$ cat src/rtl/seg7_digit_scanner.sv
// Time-multiplexed scanner feeding one nibble at a time to a seven-segment decoder.
// New values are deferred to the frame boundary, so every frame shows one consistent value.
module seg7_digit_scanner #(
   parameter int DIGITS       = 4,
   parameter int PRESCALE     = 4,
   parameter int LZ_BLANK_DEF = 1
) (
   input  logic                clk,
   input  logic                rst_n,
   input  logic                load,
   input  logic [4*DIGITS-1:0] value_in,
   input  logic                blank_en,
   output logic [3:0]          digit_out,
   output logic [DIGITS-1:0]   digit_sel,
   output logic                blank,
   output logic                scan_tick,
   output logic                frame_done,
   output logic                update_pending
);

   localparam int CW = (PRESCALE > 1) ? $clog2(PRESCALE) : 1;
   localparam int IW = $clog2(DIGITS);
   localparam int VW = 4 * DIGITS;

   logic [CW-1:0]     count_q, count_d;
   logic [IW-1:0]     index_q, index_d;
   logic [VW-1:0]     shadow_q, shadow_d;
   logic [VW-1:0]     pending_q, pending_d;
   logic              pend_valid_q, pend_valid_d;
   logic              blank_en_q, blank_en_d;
   logic              last_digit;
   logic [DIGITS-1:0] upper_zero;
   logic              zero_acc;
   logic              unused_lz_def;

   // Integration-only tie-off default; the block itself ignores it.
   assign unused_lz_def = (LZ_BLANK_DEF != 0);

   assign scan_tick  = (count_q == CW'(PRESCALE - 1));
   assign last_digit = (index_q == IW'(DIGITS - 1));
   assign frame_done = scan_tick & last_digit;

   always_comb begin
      count_d      = scan_tick ? '0 : count_q + 1'b1;
      index_d      = index_q;
      shadow_d     = shadow_q;
      pending_d    = pending_q;
      pend_valid_d = pend_valid_q;
      blank_en_d   = blank_en;
      if (scan_tick) begin
         index_d = last_digit ? '0 : index_q + 1'b1;
      end
      if (frame_done) begin
         // A load landing exactly on the boundary beats an older pending value.
         if (load) begin
            shadow_d = value_in;
         end else if (pend_valid_q) begin
            shadow_d = pending_q;
         end
         pend_valid_d = 1'b0;
      end else if (load) begin
         pending_d    = value_in;
         pend_valid_d = 1'b1;
      end
   end

   // rst_n is expected to be released synchronously to clk by the reset tree.
   always_ff @(posedge clk or negedge rst_n) begin
      if (!rst_n) begin
         count_q      <= '0;
         index_q      <= '0;
         shadow_q     <= '0;
         pending_q    <= '0;
         pend_valid_q <= 1'b0;
         blank_en_q   <= 1'b0;
      end else begin
         count_q      <= count_d;
         index_q      <= index_d;
         shadow_q     <= shadow_d;
         pending_q    <= pending_d;
         pend_valid_q <= pend_valid_d;
         blank_en_q   <= blank_en_d;
      end
   end

   // upper_zero[i]: nibbles i..DIGITS-1 of the shadow are all zero.
   always_comb begin
      upper_zero = '0;
      zero_acc   = 1'b1;
      for (int i = DIGITS - 1; i >= 0; i--) begin
         zero_acc      = zero_acc & (shadow_q[4*i +: 4] == 4'h0);
         upper_zero[i] = zero_acc;
      end
   end

   assign digit_sel      = DIGITS'(1) << index_q;
   assign digit_out      = shadow_q[4*index_q +: 4];
   assign blank          = blank_en_q & (index_q != '0) & upper_zero[index_q];
   assign update_pending = pend_valid_q;

endmodule

$ cat config.mk
export PLATFORM = sky130hd
export DESIGN_NAME = seg7_digit_scanner
export DESIGN_NICKNAME = d
export VERILOG_FILES = /design/src/rtl/seg7_digit_scanner.sv
export SDC_FILE = /design/constraint.sdc
export NUM_CORES = 1
export LEC_CHECK = 0
export ABC_AREA = 1
export ABC_CLOCK_PERIOD_IN_PS = 2200
export CAP_MARGIN = 20
export CORE_UTILIZATION = 52
export DETAILED_ROUTE_END_ITERATION = 7
export GPL_TIMING_DRIVEN = 0
export PLACE_DENSITY_LB_ADDON = 0.05
export SLEW_MARGIN = 15
export SYNTH_ARGS = -nofsm -noshare
export SYNTH_HDL_FRONTEND = slang
export SYNTH_SLANG_ARGS = --single-unit
$ cat constraint.sdc
create_clock -name clk -period 2.2 [get_ports clk]
set_clock_uncertainty 0.15 [all_clocks]
set_input_delay 0.44 -clock clk [delete_from_list [all_inputs] [get_ports clk]]
set_output_delay 0.44 -clock clk [all_outputs]
set_load 0.02 [all_outputs]
# Word-level counts from Yosys, hierarchy flattened
# Cells that the tools add are included.
[word_totals] register_bits=38 latch_bits=0 ramBits=0 mem_bits_ro=0 in_bits=20 out_inout_bits=12 wordCells=37 memories=0
[classes] add_sub_neg=2 n_mul=0 div=0 magnitude_cmp=1 eq_ne=2 n_shift=2 n_mux=8 bitwise_logic=7 n_reduce_logical=9
[op_table] cell="$mux 16" n=2
[op_table] cell="$logic_not 4->1" n=4
[op_table] cell="$shiftx 16x5->4" n=1
[op_table] cell="$and 1x1->1" n=6
[op_table] cell="$reduce_bool 2->1" n=3
[op_table] cell="$add 2x1->2 const B" n=2
[op_table] cell="$eq 2x2->1 const B" n=2
[op_table] cell="$mux 2" n=2
[op_table] cell="$reduce_and 2->1" n=2
[op_table] cell="$shl 1x2->4 const A" n=1
[op_table] cell="$lt 2x3->1 const B" n=1
[op_table] cell="$mux 1" n=3
[op_table] cell="$bmux 1 s2" n=1
[op_table] cell="$not 1->1" n=1

# Logic depth before layout (Yosys ltp)
# Gate-level depths: netlist of run 1.
[logic_depth] word_depth=7 ltp_mapped=8 ltp_nobuf=7

# Worst setup path after synthesis of run 1
# Ideal clock, no wire load.
[synth_timing] path_kind="reg-to-output" start="reg index_q[0]" end="out blank" arrival_ns=1.372 required_ns=1.610 slack_ns=0.238 stages_incl_launch_ff=9 path_buffers=1 path_cell_list="dfrtp_1 > inv_1 > clkbuf_1 > ha_1 > nor2_1 > nand3_1 > nor2_1 > nand2_1 > inv_1"
[synth_via] elab_chain_len=3 elab_cells_between_ends=5 classes_between="2 x mux; 2 x bitwise; 1 x reduce/logical"
[synth_rtl] element="from (decl)" line="26" source="logic [IW-1:0] index_q, index_d;"
[synth_rtl] element="from (signal assigned)" line="78" source="index_q <= index_d;"
[synth_rtl] element="$bmux 1 s2 / $reduce_bool 2->1 (equally long branches)" line="98" source="assign blank = blank_en_q & (index_q != '0) & upper_zero[index_q];"
[synth_rtl] element="$mux 1 (implied by the code) / $and 1x1->1 (equally long branches)" line="98"
[synth_rtl] element="$and 1x1->1 (*)" line="98"
[synth_rtl] element="to (decl)" line="15" source="output logic blank,"
# Every way passes the cells marked *; elsewhere a longest branch is shown, timed or not. The select of a mux whose other input is x is not followed.

# Final worst setup path of run 1
[layout_timing] start="reg index_q[0]" end="out frame_done"
[layout_via] elab_chain_len=2
[layout_rtl] element="$eq 2x2->1" line="40" source="assign last_digit = (index_q == IW'(DIGITS - 1));"
[layout_rtl] element="$and 1x1->1" line="41" source="assign frame_done = scan_tick & last_digit;"
[layout_rtl] element="to (decl)" line="17" source="output logic frame_done,"
# Every way passes these cells.

==> results.cfg, run 1 <==
[status]
status = finished, final reports clean

[timing]
worstMarginPinSlew_ps = 447
hold_violations = 0
slew_violations = 0
post-route-period-util_pct = 97.4
slew-limit-headroom_pct = 70.2
max_clock_freq_ghz = 0.467
finalSetupViolCount = 0
post-route-min-period_ps = 2140

[hold_path]
hold_class = in -> reg

[logic_synthesis]
synth_ff_type = dfrtp_1
yosys_warnings = 0
yosysSeqAreaShare_pct = 49.3
synthTopCellsByArea = dfrtp_1 49%, nand2_1 12%, o21ai_0 8.8%
synth-edff-count = 0
syn_nets = 260
yosysTopAreaCell = dfrtp_1
ys_async_sr_fraction_pct = 100
synth_common_cells = 62 x nand2_1, 38 x dfrtp_1, 34 x o21ai_0
synthCells = 235
yosys.area.top_type_share_pct = 49.3
synth_seq_cells = 38
yosysUniqueCellTypes = 19
post-synth-top-count-cell = nand2_1
avgSynthCellArea_sq_um = 8.22
synth_area_sq_um = 1930

[power_and_ir_drop]
finalPower_uw = 1470
power.switching_fraction_pct = 25.5
p_per_area_nw_per_um2 = 598
combPwrFrac_pct = 14.3
peakVddDrop_mv = 0.498
seqPwrFrac_pct = 53.7
net-switching-power_uw = 374
p_leak_uw = 0.00123
p_int_uw = 1090
pwr-share-clk_pct = 32.0

[setup_path]
end_kind = primary output
crit_fanout = 5
setup.worst_path.class = reg -> out
arrival_ps = 1550
cpMaxStageDelayCell = dfrtp_1
path_buf_inv = 3
cp_top_family = buffers and inverters
required_ps = 1610
worstPathCellList = buf_4, ha_1, nand2_4, inv_1, clkdlybuf4s15_1
start_kind = flip-flop
critPathMaxStageDelay_ps = 410

[grt]
grt_antenna_before_repair = 0
gr-total-overflow = 0
grt_pass1_vias = 1554
grtUsageTotal_pct = 22.7
grt_max_degree = 22
grt_pass1_wl_um = 6940

[cells_and_area]
fin_area_sq_um = 2450
n_antenna_cell = 0
nNetsFinal = 303
drive_gt1_share_pct = 15.2
fill_cells = 286
syn_to_final_growth_pct = 27.1

[die]
coreArea_sq_um = 3440
initial_core_util_pct = 56.1
dieArea_sq_um = 3960
fp.dieH_um = 62.9
num_rows = 21
io_pins = 32
die_width_um = 62.9

[flow_run]
cap_violations = 0

[clock_tree]
clk_latency_ps = 280
numCtsBuffers = 5
clkSinkCount = 38
path_clk_slew_ps = 70
clk_path_buf_depth = 2
clock_tree.root_cell = clkbuf_8
cts_tree = yes
h-tree-depth = 2

[drt]
viasPerCell = 5.11
dr.first_iter.drc_count = 86
drtAntennaViolNets = 0
drt_first_pass_iters = 4
vias = 1649
avgRoutedWirePerCell_um = 12.4
totalWireLength_um = 4010
drc = 0

[place]
gp_congestion = 0.843
numPortBuffers = 30
placed_cell_area_sq_um = 2310
dp_hpwl_um = 2870
[cells by family after synthesis]
logic type	Yosys count	synth area share (%)
and+or+nand+nor	96	19.5
AOI/OAI and AO/OA	57	17.8
buffers and inverters	39	10.2
DFF	38	49.3
adders and majority gates	5	3.24
[final cells by class]
cell class / count / area (sq um) / share of cell area [%]
multi-input cells: 158 / 806 / 32.8
clock buffers: 6 / 82.6 / 3.37
repair buffers: 37 / 359 / 14.6
inverters: 28 / 110 / 4.49
well taps: 46 / 57.6 / 2.35
flip-flops and latches: 38 / 952 / 38.8
plain buffers: 10 / 86.3 / 3.52
[power groups by stage]
| stage | sequential [uW] | clock (uW) | combinational [uW] |
|---|---|---|---|
| floorplan | 791 | 0 | 123 |
| global placement | 799 | 0 | 205 |
| detailed placement | 800 | 0 | 214 |
| CTS | 787 | 473 | 211 |
| global route | 794 | 510 | 240 |
| finish | 788 | 469 | 210 |
[metrics by stage]
| step | hold WS, ps | setup TNS, ps | util, % | std cells | setup slack (ps) |
|---|---|---|---|---|---|
| CTS | 285 | 0 | 70.3 | 319 | 13.3 |
| global placement | 264 | -14690 | 66.5 | 311 | -363 |
| detailed placement | 260 | -972 | 67.1 | 312 | -377 |
| finish | 295 | 0 | 71.3 | 323 | 58.3 |
| global route | 312 | -4.80 | 71.3 | 323 | -4.80 |
| floorplan | -5.59 | 0 | - | 235 | 238 |
[layer usage]
| metal | routed length (um) | global-route usage, % |
|---|---|---|
| met2 | 2000 | 36.6 |
| met3 | 158 | 6.93 |
| met5 | 0 | 0 |
| met1 | 1840 | 29.7 |
| met4 | 20 | 5.52 |
[path summary, 6_finish.rpt]
check,slack [ps],end,from,depth (start not counted)
worst max-delay path,60,frame_done,index_q[0],5
worst min-delay path,290,pending_q[13],load,3
worst max register to register,390,pending_q[8],index_q[0],8
worst min register to register,320,count_q[1],count_q[1],1
max in group asynchronous,960,update_pending,rst_n,3
min in group asynchronous,480,count_q[1],rst_n,2
[layout by cell type (no fill, tap or decap)]
cell type / count
inv_1: 25
buf_6: 6
o21a_1: 8
dfrtp_1: 37
clkbuf_2: 2
buf_16: 1
nand2_2: 1
a21oi_4: 1
dlygate4sd3_1: 1
inv_2: 1
buf_4: 7
ha_4: 1
nor2_1: 25
nand3_1: 4
o22ai_1: 4
inv_4: 2
nor2_2: 2
clkbuf_8: 6
dlygate4sd2_1: 6
buf_2: 3
nand2_4: 1
clkdlybuf4s50_1: 18
o21ai_0: 34
nand3_2: 1
nand2_1: 62
a21oi_1: 4
clkdlybuf4s15_1: 3
ha_1: 4
a21oi_2: 6
dfrtp_2: 1
[sequential cells by signal, indices dropped and copies added, names as in the netlist]
register	cells
blank_en_q	1
count_q	2
index_q	2
pending_q	16
shadow_q	16
update_pending	1
[tightest hold or removal path: stages]
cell and delay [ps]:
buf_6 120, nand3_1 80, nand2_1 50
[what timing repair did]
action | CTS | global route
endpoints found under the setup margin | 11 | 6
pin swaps | 2 | 1
hold buffers | 1 | 0
gates resized for setup | 26 | 8
endpoints found under the hold margin | 17 | 0
setup buffers | 0 | 5
gates cloned | 0 | 0
No activity file was read; power rests on OpenSTA's default activity.
==> run 2: changes to the inputs <==
--- a/config.mk
+++ b/config.mk
@@ -10,8 +10,10 @@
 export CAP_MARGIN = 20
 export CORE_UTILIZATION = 52
 export DETAILED_ROUTE_END_ITERATION = 7
+export GPL_ROUTABILITY_DRIVEN = 0
 export GPL_TIMING_DRIVEN = 0
 export PLACE_DENSITY_LB_ADDON = 0.05
+export REMOVE_ABC_BUFFERS = 1
 export SLEW_MARGIN = 15
 export SYNTH_ARGS = -nofsm -noshare
 export SYNTH_HDL_FRONTEND = slang
==> results.cfg, run 2 (synthesized netlist as in run 1, its figures left out) <==
[status]
status = finished, final reports clean

[flow_run]
cap_violations = 0

[cells_and_area]
layout.cells.non_filler = 317
reg_top3 = pending_q x16, shadow_q x16
final_cell_mix = 62 x nand2_1, 36 x dfrtp_1, 31 x o21ai_0
final_common_cell = nand2_1
final_util_pct = 69.4
fill_cells = 293
syn_to_final_growth_pct = 23.7
drive_gt1_share_pct = 12.9
nNetsFinal = 295
n_antenna_cell = 0

[grt]
grt_pass1_vias = 1479
grt_max_degree = 32
grt_antenna_before_repair = 0
grtUsageTotal_pct = 21.8
grt_pass1_wl_um = 6600
gr-total-overflow = 0

[setup_path]
arrival_ps = 1570
cpMaxStageDelayCell = dfrtp_2
start_kind = flip-flop
crit_start = index_q[0]
rr_worst_depth = 5
end_kind = primary output
r2r_end = pending_q[5]
reg2reg_setup_slack_ps = 360
timing.rr.start = index_q[0]
crit_fanout = 11
worstPathCellList = clkinvlp_4, buf_4, nor2_1, o22ai_1, clkdlybuf4s15_1
critPathMaxStageDelay_ps = 420
setup.worst_path.class = reg -> out
required_ps = 1610

[place]
post-place-ws_ps = -483
place_inst = 302
dp_hpwl_um = 2460
numPortBuffers = 31

[power_and_ir_drop]
p_per_area_nw_per_um2 = 618
p_leak_uw = 0.00117
finalPower_uw = 1480
peakVddDrop_mv = 0.386

[die]
fp.dieH_um = 62.9
dieArea_sq_um = 3960
io_pins = 32
coreArea_sq_um = 3440
initial_core_util_pct = 56.1
die_width_um = 62.9
num_rows = 21

[drt]
viasPerCell = 4.98
vias = 1579
totalWireLength_um = 3780
drc = 0
drt_first_pass_iters = 4
avgRoutedWirePerCell_um = 11.9
drtAntennaViolNets = 0
dr.first_iter.drc_count = 64

[timing]
max_clock_freq_ghz = 0.462
slew_violations = 0
slew-limit-headroom_pct = 66.9
setup_tns_ps = 0
worst_slack_ps = 36.3
post-route-period-util_pct = 98.3
hold_violations = 0
post-route-min-period_ps = 2160
finalSetupViolCount = 0
worstMarginPinSlew_ps = 496

[clock_tree]
cts_tree = yes
clock_tree.root_cell = clkbuf_8
h-tree-depth = 2
clkSinkCount = 38
clk_latency_ps = 290
numCtsBuffers = 5
path_clk_slew_ps = 70
clk_path_buf_depth = 2

[hold_path]
holdPathEnd = count_q[0]
whs_path_depth = 1
hold_class = reg -> reg
hold_start = count_q[0]
run 2: worst max-delay path by stage:
| stage | end | slack [ps] | cells past startpoint |
|---|---|---|---|
| 2_1_floorplan | blank | 150 | 7 |
| 3_3_place_gp | blank | -480 | 8 |
| 3_5_place_dp | blank | -480 | 8 |
| 4_1_cts | blank | -80 | 8 |
| 5_1_grt | scan_tick | -3 | 2 |
| 6_report | digit_out[3] | 40 | 5 |
run 2: final cells by class:
cell class / instances / area [sq um] / area share (%)
Tap cell: 46 / 57.6 / 2.41
Sequential cell: 38 / 953 / 39.9
Timing Repair Buffer: 38 / 364 / 15.3
Multi-Input combinational cell: 159 / 807 / 33.8
Clock buffer: 7 / 86.3 / 3.62
Inverter: 28 / 114 / 4.77
Clock inverter: 1 / 5.00 / 0.210
run 2: worst max-delay path, delay by kind of cell (launching register included):
family / cells / cell delay (ps)
buffers and inverters: 3 / 580
AO/OA/AOI/OAI: 1 / 220
flip-flops: 1 / 420
AND/OR/NAND/NOR: 1 / 60
run 2: power by group:
| group | internal (uW) | leakage [uW] | switching, uW |
|---|---|---|---|
| Sequential | 752 | 0.000462 | 33.5 |
| Combinational | 91.8 | 0.000665 | 107 |
| Clock | 253 | 0.0000482 | 239 |
| Total | 1100 | 0.00117 | 379 |
run 2: per-stage QoR:
stage               cell area, sq um  hold WS (ps)
floorplan                       1840         -5.59
global placement                2210           266
detailed placement              2230           246
CTS                             2360           295
global route                    2390           315
finish                          2390           296
run 2: layer usage:
| metal | vias up | wire (um) | global-route usage, % |
|---|---|---|---|
| li1 | 814 | - | - |
| met1 | 716 | 1850 | 29.2 |
| met2 | 39 | 1680 | 32.9 |
| met3 | 10 | 157 | 5.11 |
| met4 | 0 | 92 | 11.3 |
| met5 | - | 0 | 0 |
run 2: what timing repair did:
action / in CTS / in global routing
endpoints found under the hold margin: 15 / 0
hold buffers: 1 / 0
pin swaps: 1 / 4
buffers inserted: 2 / 3
gates resized for setup: 21 / 12
cloned: 1 / 0
endpoints found under the setup margin: 12 / 20
